--- config.mk ---
export PLATFORM = sky130hd
export DESIGN_NAME = state_uart_tx
export DESIGN_NICKNAME = d
export VERILOG_FILES = /design/src/rtl/state_uart_tx.sv
export SDC_FILE = /design/constraint.sdc
export NUM_CORES = 1
export LEC_CHECK = 0
export CORE_MARGIN = 8
export CORE_UTILIZATION = 59
export CTS_BUF_LIST = sky130_fd_sc_hd__clkbuf_8
export DETAILED_ROUTE_END_ITERATION = 12
export PLACE_DENSITY = 0.92
export SLEW_MARGIN = 15
export SYNTH_ARGS = -nofsm -noshare
export SYNTH_HDL_FRONTEND = slang
export SYNTH_SLANG_ARGS = --single-unit
export TNS_END_PERCENT = 10
--- constraint.sdc ---
create_clock -name clk -period 2.8 [get_ports clk]
set_clock_uncertainty 0.2 [all_clocks]
set_input_delay 0.56 -clock clk [delete_from_list [all_inputs] [get_ports clk]]
set_output_delay 0.56 -clock clk [all_outputs]
set_load 0.05 [all_outputs]
--- src/rtl/state_uart_tx.sv ---
// state_uart_tx: 8N1 UART transmitter fed by the state byte stream.
// A one-byte holding register sits in front of the shifter, so the next byte is
// accepted while the current frame is on the wire. Frames go out back to back.
module state_uart_tx #(
    parameter int unsigned CLKS_PER_BIT = 868,
    parameter int unsigned STOP_BITS    = 1
) (
    input  logic       clk,
    input  logic       rst_n,
    input  logic [7:0] in_byte,
    input  logic       in_valid,
    output logic       in_ready,
    output logic       tx,
    output logic       busy,
    output logic       frame_done
);

    localparam int unsigned BaudW = (CLKS_PER_BIT > 1) ? $clog2(CLKS_PER_BIT) : 1;
    localparam logic [BaudW-1:0] BaudLast = BaudW'(CLKS_PER_BIT - 1);
    localparam logic [2:0]       StopLast = 3'(STOP_BITS - 1);

    typedef enum logic [1:0] {StIdle, StStart, StData, StStop} state_e;

    state_e            r_state;
    state_e            w_state_d;
    logic [BaudW-1:0]  r_baud;
    logic [BaudW-1:0]  w_baud_d;
    logic [2:0]        r_bit;
    logic [2:0]        w_bit_d;
    logic [7:0]        r_shift;
    logic [7:0]        r_hold_byte;
    logic              r_hold_full;
    logic              r_ready_en;
    logic              r_tx;
    logic              r_busy;
    logic              r_frame_done;

    logic              w_accept;
    logic              w_load;
    logic              w_stop_done;
    logic              w_baud_end;
    logic              w_tx_d;
    logic              w_busy_d;

    assign in_ready   = r_ready_en & ~r_hold_full;
    assign w_accept   = in_valid & in_ready;
    assign w_baud_end = (r_baud == BaudLast);

    assign tx         = r_tx;
    assign busy       = r_busy;
    assign frame_done = r_frame_done;

    // State register.
    always_ff @(posedge clk or negedge rst_n) begin
        if (!rst_n) begin
            r_state <= StIdle;
        end else begin
            r_state <= w_state_d;
        end
    end

    // Next-state, baud/bit counter and holding-register load decisions.
    always_comb begin
        w_state_d   = r_state;
        w_baud_d    = r_baud;
        w_bit_d     = r_bit;
        w_load      = 1'b0;
        w_stop_done = 1'b0;
        case (r_state)
            StIdle: begin
                w_baud_d = '0;
                w_bit_d  = '0;
                if (r_hold_full) begin
                    w_load    = 1'b1;
                    w_state_d = StStart;
                end
            end
            StStart: begin
                if (w_baud_end) begin
                    w_baud_d  = '0;
                    w_bit_d   = '0;
                    w_state_d = StData;
                end else begin
                    w_baud_d = r_baud + 1'b1;
                end
            end
            StData: begin
                if (w_baud_end) begin
                    w_baud_d = '0;
                    if (r_bit == 3'd7) begin
                        w_bit_d   = '0;
                        w_state_d = StStop;
                    end else begin
                        w_bit_d = r_bit + 3'd1;
                    end
                end else begin
                    w_baud_d = r_baud + 1'b1;
                end
            end
            StStop: begin
                if (w_baud_end) begin
                    w_baud_d = '0;
                    if (r_bit == StopLast) begin
                        // Frame ends here; a pending byte goes straight to START.
                        w_bit_d     = '0;
                        w_stop_done = 1'b1;
                        if (r_hold_full) begin
                            w_load    = 1'b1;
                            w_state_d = StStart;
                        end else begin
                            w_state_d = StIdle;
                        end
                    end else begin
                        w_bit_d = r_bit + 3'd1;
                    end
                end else begin
                    w_baud_d = r_baud + 1'b1;
                end
            end
            default: begin
                w_state_d = StIdle;
            end
        endcase
    end

    // Output decode; registered below so every level lasts exactly CLKS_PER_BIT cycles.
    always_comb begin
        w_tx_d = 1'b1;
        case (r_state)
            StStart: w_tx_d = 1'b0;
            StData:  w_tx_d = r_shift[r_bit];
            default: w_tx_d = 1'b1;
        endcase
        w_busy_d = (r_state != StIdle) | r_hold_full;
    end

    // Counters, holding register and shifter.
    always_ff @(posedge clk or negedge rst_n) begin
        if (!rst_n) begin
            r_baud      <= '0;
            r_bit       <= '0;
            r_shift     <= '0;
            r_hold_byte <= '0;
            r_hold_full <= 1'b0;
            r_ready_en  <= 1'b0;
        end else begin
            r_baud     <= w_baud_d;
            r_bit      <= w_bit_d;
            r_ready_en <= 1'b1;
            if (w_load) begin
                r_shift <= r_hold_byte;
            end
            if (w_accept) begin
                r_hold_byte <= in_byte;
            end
            // An accept in the load cycle refills the register immediately.
            if (w_accept) begin
                r_hold_full <= 1'b1;
            end else if (w_load) begin
                r_hold_full <= 1'b0;
            end
        end
    end

    // Registered outputs.
    always_ff @(posedge clk or negedge rst_n) begin
        if (!rst_n) begin
            r_tx         <= 1'b1;
            r_busy       <= 1'b0;
            r_frame_done <= 1'b0;
        end else begin
            r_tx         <= w_tx_d;
            r_busy       <= w_busy_d;
            r_frame_done <= w_stop_done;
        end
    end

endmodule

==> impl_metrics.env, run 1 <==
export IMPL_post_route_util=0.7526
export IMPL_leakage_nw=0.9465
export IMPL_first_global_vias=1222
export IMPL_clk_pin_slew_ps=70
export IMPL_vias=1111
export IMPL_place_hpwl_microns=2470
export IMPL_worst_slack_ps=299.8
export IMPL_coreArea_sq_um=2781
export IMPL_ioPinCount=15
export IMPL_grt_setup_unrepaired="no"
export IMPL_outcome="finished clean"
export IMPL_crit_chain="nor2b_1 -> clkdlybuf4s50_1"
export IMPL_ys_seq_area_frac=0.5150
export IMPL_power_frac_clock=0.476
export IMPL_start_kind="register"
export IMPL_end_kind="output port"
export IMPL_critPathBufInv=1
export IMPL_cts_root_buf="clkbuf_8"
export IMPL_crit_slowest_cell="clkdlybuf4s50_1"
export IMPL_p_int_mw=1.076
export IMPL_path_delay_family="buffers and inverters"
export IMPL_r2r_start="r_state[0]$_DFFE_PN0P_"
export IMPL_firstDrtPassIters=4
export IMPL_max_vdd_ir_drop_v=0.0007164
export IMPL_hold_class="register to register"
export IMPL_slowest_delay_ps=830
export IMPL_p_comb_frac=0.069
export IMPL_drive_above_1_share=0.2327
export IMPL_die_area_sq_um=4969
export IMPL_grt_first_pass_wirelength_microns=5968
export IMPL_critPathKind="register to output port"
export IMPL_grt_overflow=0
export IMPL_routabilityCongestion=0.8475
export IMPL_synth_most_common_cell="dfrtp_1"
export IMPL_synth_avg_cell_area_sq_um=12.79
export IMPL_htree_levels=2
export IMPL_p_sw_uw=260.4
export IMPL_dp_slack_ps=555.3
export IMPL_vias_per_cell=5.847
export IMPL_yosys_top_cells_area="dfrtp_1 (50%), mux2_2 (10%), ha_1 (6.4%)"
export IMPL_switching_share=0.1948
export IMPL_power_total_mw=1.337
export IMPL_routed_wl_microns=3448
export IMPL_initial_core_util=0.6298
export IMPL_yosysWarnings=0
export IMPL_fin_nets=178
export IMPL_clkLatencyLatePin_ps=290
export IMPL_synthArstFlopShare=1.000
export IMPL_pwr_share_seq=0.455
export IMPL_cts_tree="yes"
export IMPL_chipHeight_microns=70.49
export IMPL_cp_max_fo=5
export IMPL_cp_required_ps=2040
export IMPL_rows=19
export IMPL_wl_per_cell_microns=18.15
export IMPL_drc=0
export IMPL_hold_viol=0
export IMPL_synth_edf_count=0
export IMPL_clock_sinks=36
export IMPL_crit_arrival_ps=1740
export IMPL_syn_area_sq_um=1752
export IMPL_postSynthNetCount=157
export IMPL_synthTopCellsByCount="dfrtp_1 (35), mux2_2 (16), nor2_1 (12), ha_1 (9), inv_1 (8)"
export IMPL_hold_start="r_hold_byte[6]$_DFFE_PN0P_"
export IMPL_grt_use_total=0.1532
export IMPL_fin_crit_sh=0.8929
export IMPL_cts_resized=0
export IMPL_post_cts_buffers=0
export IMPL_ys_ff_latch=36
export IMPL_drv_cap=0
export IMPL_ant_nets=0
export IMPL_fin_crit_ps=2500
export IMPL_num_antenna_cells=0
export IMPL_setup_violations=0
export IMPL_grt_max_degree=37
export IMPL_max_freq_mhz=400.0
export IMPL_drt_iter0_markers=99
export IMPL_area_delta_synth_final_pct=19.50
export IMPL_slew_headroom=0.6668
export IMPL_placed_cells_incl_taps=182
export IMPL_clock_path_buffers=2
export IMPL_slew_viol_final=0
export IMPL_synth_cells=137
export IMPL_die_x_microns=70.49
export IMPL_worst_pin_slew_ps=498.3
export IMPL_numCtsBuffers=5
export IMPL_power_per_cell_area_nw_per_um2=638.6
export IMPL_ctsHoldBuffers=0
export IMPL_startpoint="r_hold_full$_DFFE_PN0P_"
export IMPL_antenna_found_initial=0
export IMPL_yosys_area_top_type="dfrtp_1"
export IMPL_layout_cells_non_filler=190
export IMPL_synth_top_area_frac=0.5000
export IMPL_io_buffers=14
export IMPL_synthFlopType="dfrtp_1"
export IMPL_yosysUniqueCellTypes=35
export IMPL_setup_tns_ps=0
[flip-flops by register name, summed over array words and instances (netlist names)]
name         flops
r_baud          10
r_hold_byte      8
r_shift          8
r_bit            3
r_state          2
busy             1
frame_done       1
r_hold_full      1
r_ready_en       1
tx               1
[power by group through the flow]
stage / combinational, mW / sequential [mW] / clock (mW)
floorplan: 0.0569 / 0.600 / 0
global placement: 0.0868 / 0.610 / 0
detailed placement: 0.0964 / 0.616 / 0
CTS: 0.0959 / 0.607 / 0.642
global route: 0.105 / 0.613 / 0.666
finish: 0.0926 / 0.608 / 0.636
[per-layer routing]
layer	global-route usage	wire [microns]	up-vias
met5	0	0	-
met4	0.09152	110	0
met3	0.05367	133	13
met2	0.2404	1705	31
met1	0.1750	1499	545
li1	-	-	522
[worst reg2reg max path, stage by stage, from the launching register on]
cell and delay (ps):
dfrtp_1 420, inv_1 120, ha_1 270, inv_1 110, a2bb2oi_1 310, or3b_4 440, mux2_4 300
[cells in the final DEF, fill, tap and decap left out, types with 2 or more instances in the layout]
master	instances
mux4_2	2
nand2_1	5
clkbuf_8	5
nor2b_1	3
nand2b_1	2
xnor2_1	5
dfrtp_1	35
nand4_1	2
mux2i_1	3
bufinv_16	3
nor2_1	12
xor2_1	3
ha_1	9
nor3b_4	2
nor3_1	4
clkdlybuf4s50_1	14
inv_1	8
nand3_1	4
mux2_2	16
o21ai_0	4
[final cells by class]
| type | count | area, sq um |
|---|---|---|
| inverters | 8 | 30.03 |
| multi-input cells | 92 | 815.8 |
| well taps | 31 | 38.79 |
| clock buffers | 5 | 68.82 |
| clock inverters | 3 | 90.09 |
| flip-flops and latches | 36 | 902.1 |
| repair buffers | 15 | 147.6 |
| fillers | 178 | 688.2 |
[final timing paths]
check / slack [ps] / end / depth (start not counted)
hold reg to reg: 300 / r_hold_byte[6]$_DFFE_PN0P_ / 1
setup reg to reg: 530 / r_state[1]$_DFFE_PN0P_ / 6
setup / recovery: 300 / in_ready / 2
hold / removal: 300 / r_hold_byte[6]$_DFFE_PN0P_ / 1
min in group asynchronous: 470 / r_state[1]$_DFFE_PN0P_ / 2
max in group asynchronous: 1590 / tx$_DFF_PN1_ / 2
[per-stage QoR]
stage | hold WS [ps] | area (sq um)
final | 304.6 | 2093
after global routing | 330.1 | 2093
after CTS | 304.3 | 2093
after detailed placement | 278.4 | 1934
after global placement | 269.7 | 1934
after floorplan | 64.41 | 1752
[cell families after synthesis]
| family | count (synthesis) | synth area share |
|---|---|---|
| AO/OA/AOI/OAI | 12 | 0.06501 |
| XOR/XNOR | 8 | 0.04000 |
| adder cells (fa/ha/maj) | 9 | 0.06429 |
| buffers and inverters | 9 | 0.01928 |
| flip-flops | 36 | 0.5150 |
| multiplexers | 22 | 0.1543 |
| other | 1 | 0.002141 |
| AND/OR/NAND/NOR | 40 | 0.1400 |
No activity file was read; power rests on OpenSTA's default activity.
==> run 2, diff against run 1 <==
CORE_UTILIZATION = 55   (was 59)
PLACE_DENSITY = 0.87   (was 0.92)
==> run 2 against run 1 <==
  * Sequential power shrank 1%
  * Worst setup slack lost 2.4 ps
  * Via count shrank 3.1%
  * Combinational power shrank 3.5%
  * Final area shrank 2.2%
  * Global-route usage shrank 1.9 points
  * Die area grew 5.6%
  * Register-to-register slack is essentially flat
  * Critical endpoint unchanged
  * Largest power group is now sequential cells
==> impl_metrics.env, run 2 (synthesized netlist as in run 1, its figures left out) <==
export IMPL_outcome="finished clean"
export IMPL_hold_viol=0
export IMPL_wl_met1_microns=1303
export IMPL_drv_cap=0
export IMPL_ant_nets=0
export IMPL_io_buffers=14
export IMPL_startpoint="r_hold_full$_DFFE_PN0P_"
export IMPL_layout_commonest_cell="dfrtp_1"
export IMPL_cp_max_fo=5
export IMPL_routabilityCongestion=0.8472
export IMPL_holdWs_ps=297.8
export IMPL_pwr_share_seq=0.554
export IMPL_area_delta_synth_final_pct=16.86
export IMPL_place_hpwl_microns=2373
export IMPL_reg_top3="r_baud (10), r_hold_byte (8), r_shift (8)"
export IMPL_coreArea_sq_um=3053
export IMPL_wl_per_cell_microns=15.09
export IMPL_switching_share=0.2177
export IMPL_vias=1077
export IMPL_ioPinCount=15
export IMPL_cts_resized=0
export IMPL_leakage_nw=0.9185
export IMPL_vias_per_cell=5.332
export IMPL_cp_required_ps=2040
export IMPL_power_frac_clock=0.363
export IMPL_drt_iter0_markers=60
export IMPL_clkLatencyLatePin_ps=290
export IMPL_p_comb_frac=0.082
export IMPL_hold_class="register to register"
export IMPL_grt_overflow=0
export IMPL_critPathKind="register to output port"
export IMPL_wl_met2_microns=1545
export IMPL_die_x_microns=72.44
export IMPL_fin_nets=178
export IMPL_post_cts_buffers=0
export IMPL_p_sw_uw=236.4
export IMPL_die_area_sq_um=5247
export IMPL_firstDrtPassIters=4
export IMPL_setup_tns_ps=0
export IMPL_slew_viol_final=0
export IMPL_dr_wl_met3_microns=162
export IMPL_cts_root_buf="clkbuf_8"
export IMPL_slew_headroom=0.6653
export IMPL_r2r_start="r_state[0]$_DFFE_PN0P_"
export IMPL_grt_max_degree=37
export IMPL_grt_first_pass_wirelength_microns=5333
export IMPL_worst_pin_slew_ps=500.5
export IMPL_clk_pin_slew_ps=70
export IMPL_setup_violations=0
export IMPL_num_antenna_cells=0
export IMPL_antenna_found_initial=0
export IMPL_clock_sinks=36
export IMPL_routed_top_layer="met4"
export IMPL_ctsHoldBuffers=0
export IMPL_start_kind="register"
export IMPL_hold_start="r_baud[0]$_DFF_PN0_"
export IMPL_htree_levels=2
export IMPL_clock_path_buffers=2
export IMPL_power_per_cell_area_nw_per_um2=530.5
export IMPL_crit_arrival_ps=1740
export IMPL_grt_setup_unrepaired="no"
export IMPL_drc=0
export IMPL_worst_slack_ps=297.4
export IMPL_end_kind="output port"
export IMPL_fin_crit_ps=2503
export IMPL_fin_crit_sh=0.8938
export IMPL_routed_wl_microns=3048
export IMPL_chipHeight_microns=72.44
export IMPL_largest_reg_flops=10
export IMPL_drive_above_1_share=0.2278
export IMPL_p_int_uw=849.5
export IMPL_initial_core_util=0.5738
export IMPL_layout_common_cells="dfrtp_1 (35), mux2_2 (16), clkdlybuf4s50_1 (14)"
export IMPL_cts_tree="yes"
export IMPL_max_vdd_ir_drop_v=0.0004312
export IMPL_numCtsBuffers=5
export IMPL_max_freq_mhz=399.6
export IMPL_grt_use_total=0.1340
export IMPL_first_global_vias=1115
export IMPL_largest_register="r_baud"
export IMPL_dp_slack_ps=576.0
export IMPL_rows=20
-- run 2: final cells by class --
class / count / area, sq um
clock buffer: 7 / 96.34
timing repair buffer: 15 / 147.6
multi-input combinational: 92 / 815.8
inverter: 8 / 30.03
tap: 44 / 55.05
sequential: 36 / 902.1
fill: 235 / 1006
-- run 2: routing by layer --
layer,GRT usage,vias to the layer above
met1,0.1571,530
met3,0.05372,5
li1,-,517
met5,0,-
met4,0.04667,0
met2,0.2166,25
-- run 2: path summary, 6_finish.rpt --
check / to / cells after the start / slack [ps]
setup / recovery: in_ready / 2 / 300
hold / removal: r_baud[0]$_DFF_PN0_ / 1 / 300
setup reg to reg: r_state[1]$_DFFE_PN0P_ / 6 / 540
hold reg to reg: r_baud[0]$_DFF_PN0_ / 1 / 300
max in group asynchronous: tx$_DFF_PN1_ / 2 / 1600
min in group asynchronous: r_baud[6]$_DFF_PN0_ / 2 / 470
-- run 2: power by group through the flow --
stage	Sequential [mW]	Clock (mW)	Combinational (mW)
finish	0.602	0.395	0.0894
global route	0.610	0.428	0.0986
CTS	0.602	0.401	0.0922
detailed placement	0.611	0	0.0924
global placement	0.609	0	0.0862
floorplan	0.600	0	0.0569
-- run 2: critical path, cell delays in order (launching register included) --
cell and delay (ps):
dfrtp_1 430, nor2b_1 190, clkdlybuf4s50_1 830
-- run 2: through the flow --
stage / cells / cell area [sq um] / total power [mW] / util
floorplan: 137 / 1752 / 0.6573 / -
global placement: 195 / 1951 / 0.6953 / 0.6389
detailed placement: 195 / 1951 / 0.7036 / 0.6389
CTS: 202 / 2047 / 1.096 / 0.6705
global route: 202 / 2047 / 1.137 / 0.6705
finish: 202 / 2047 / 1.086 / 0.6705
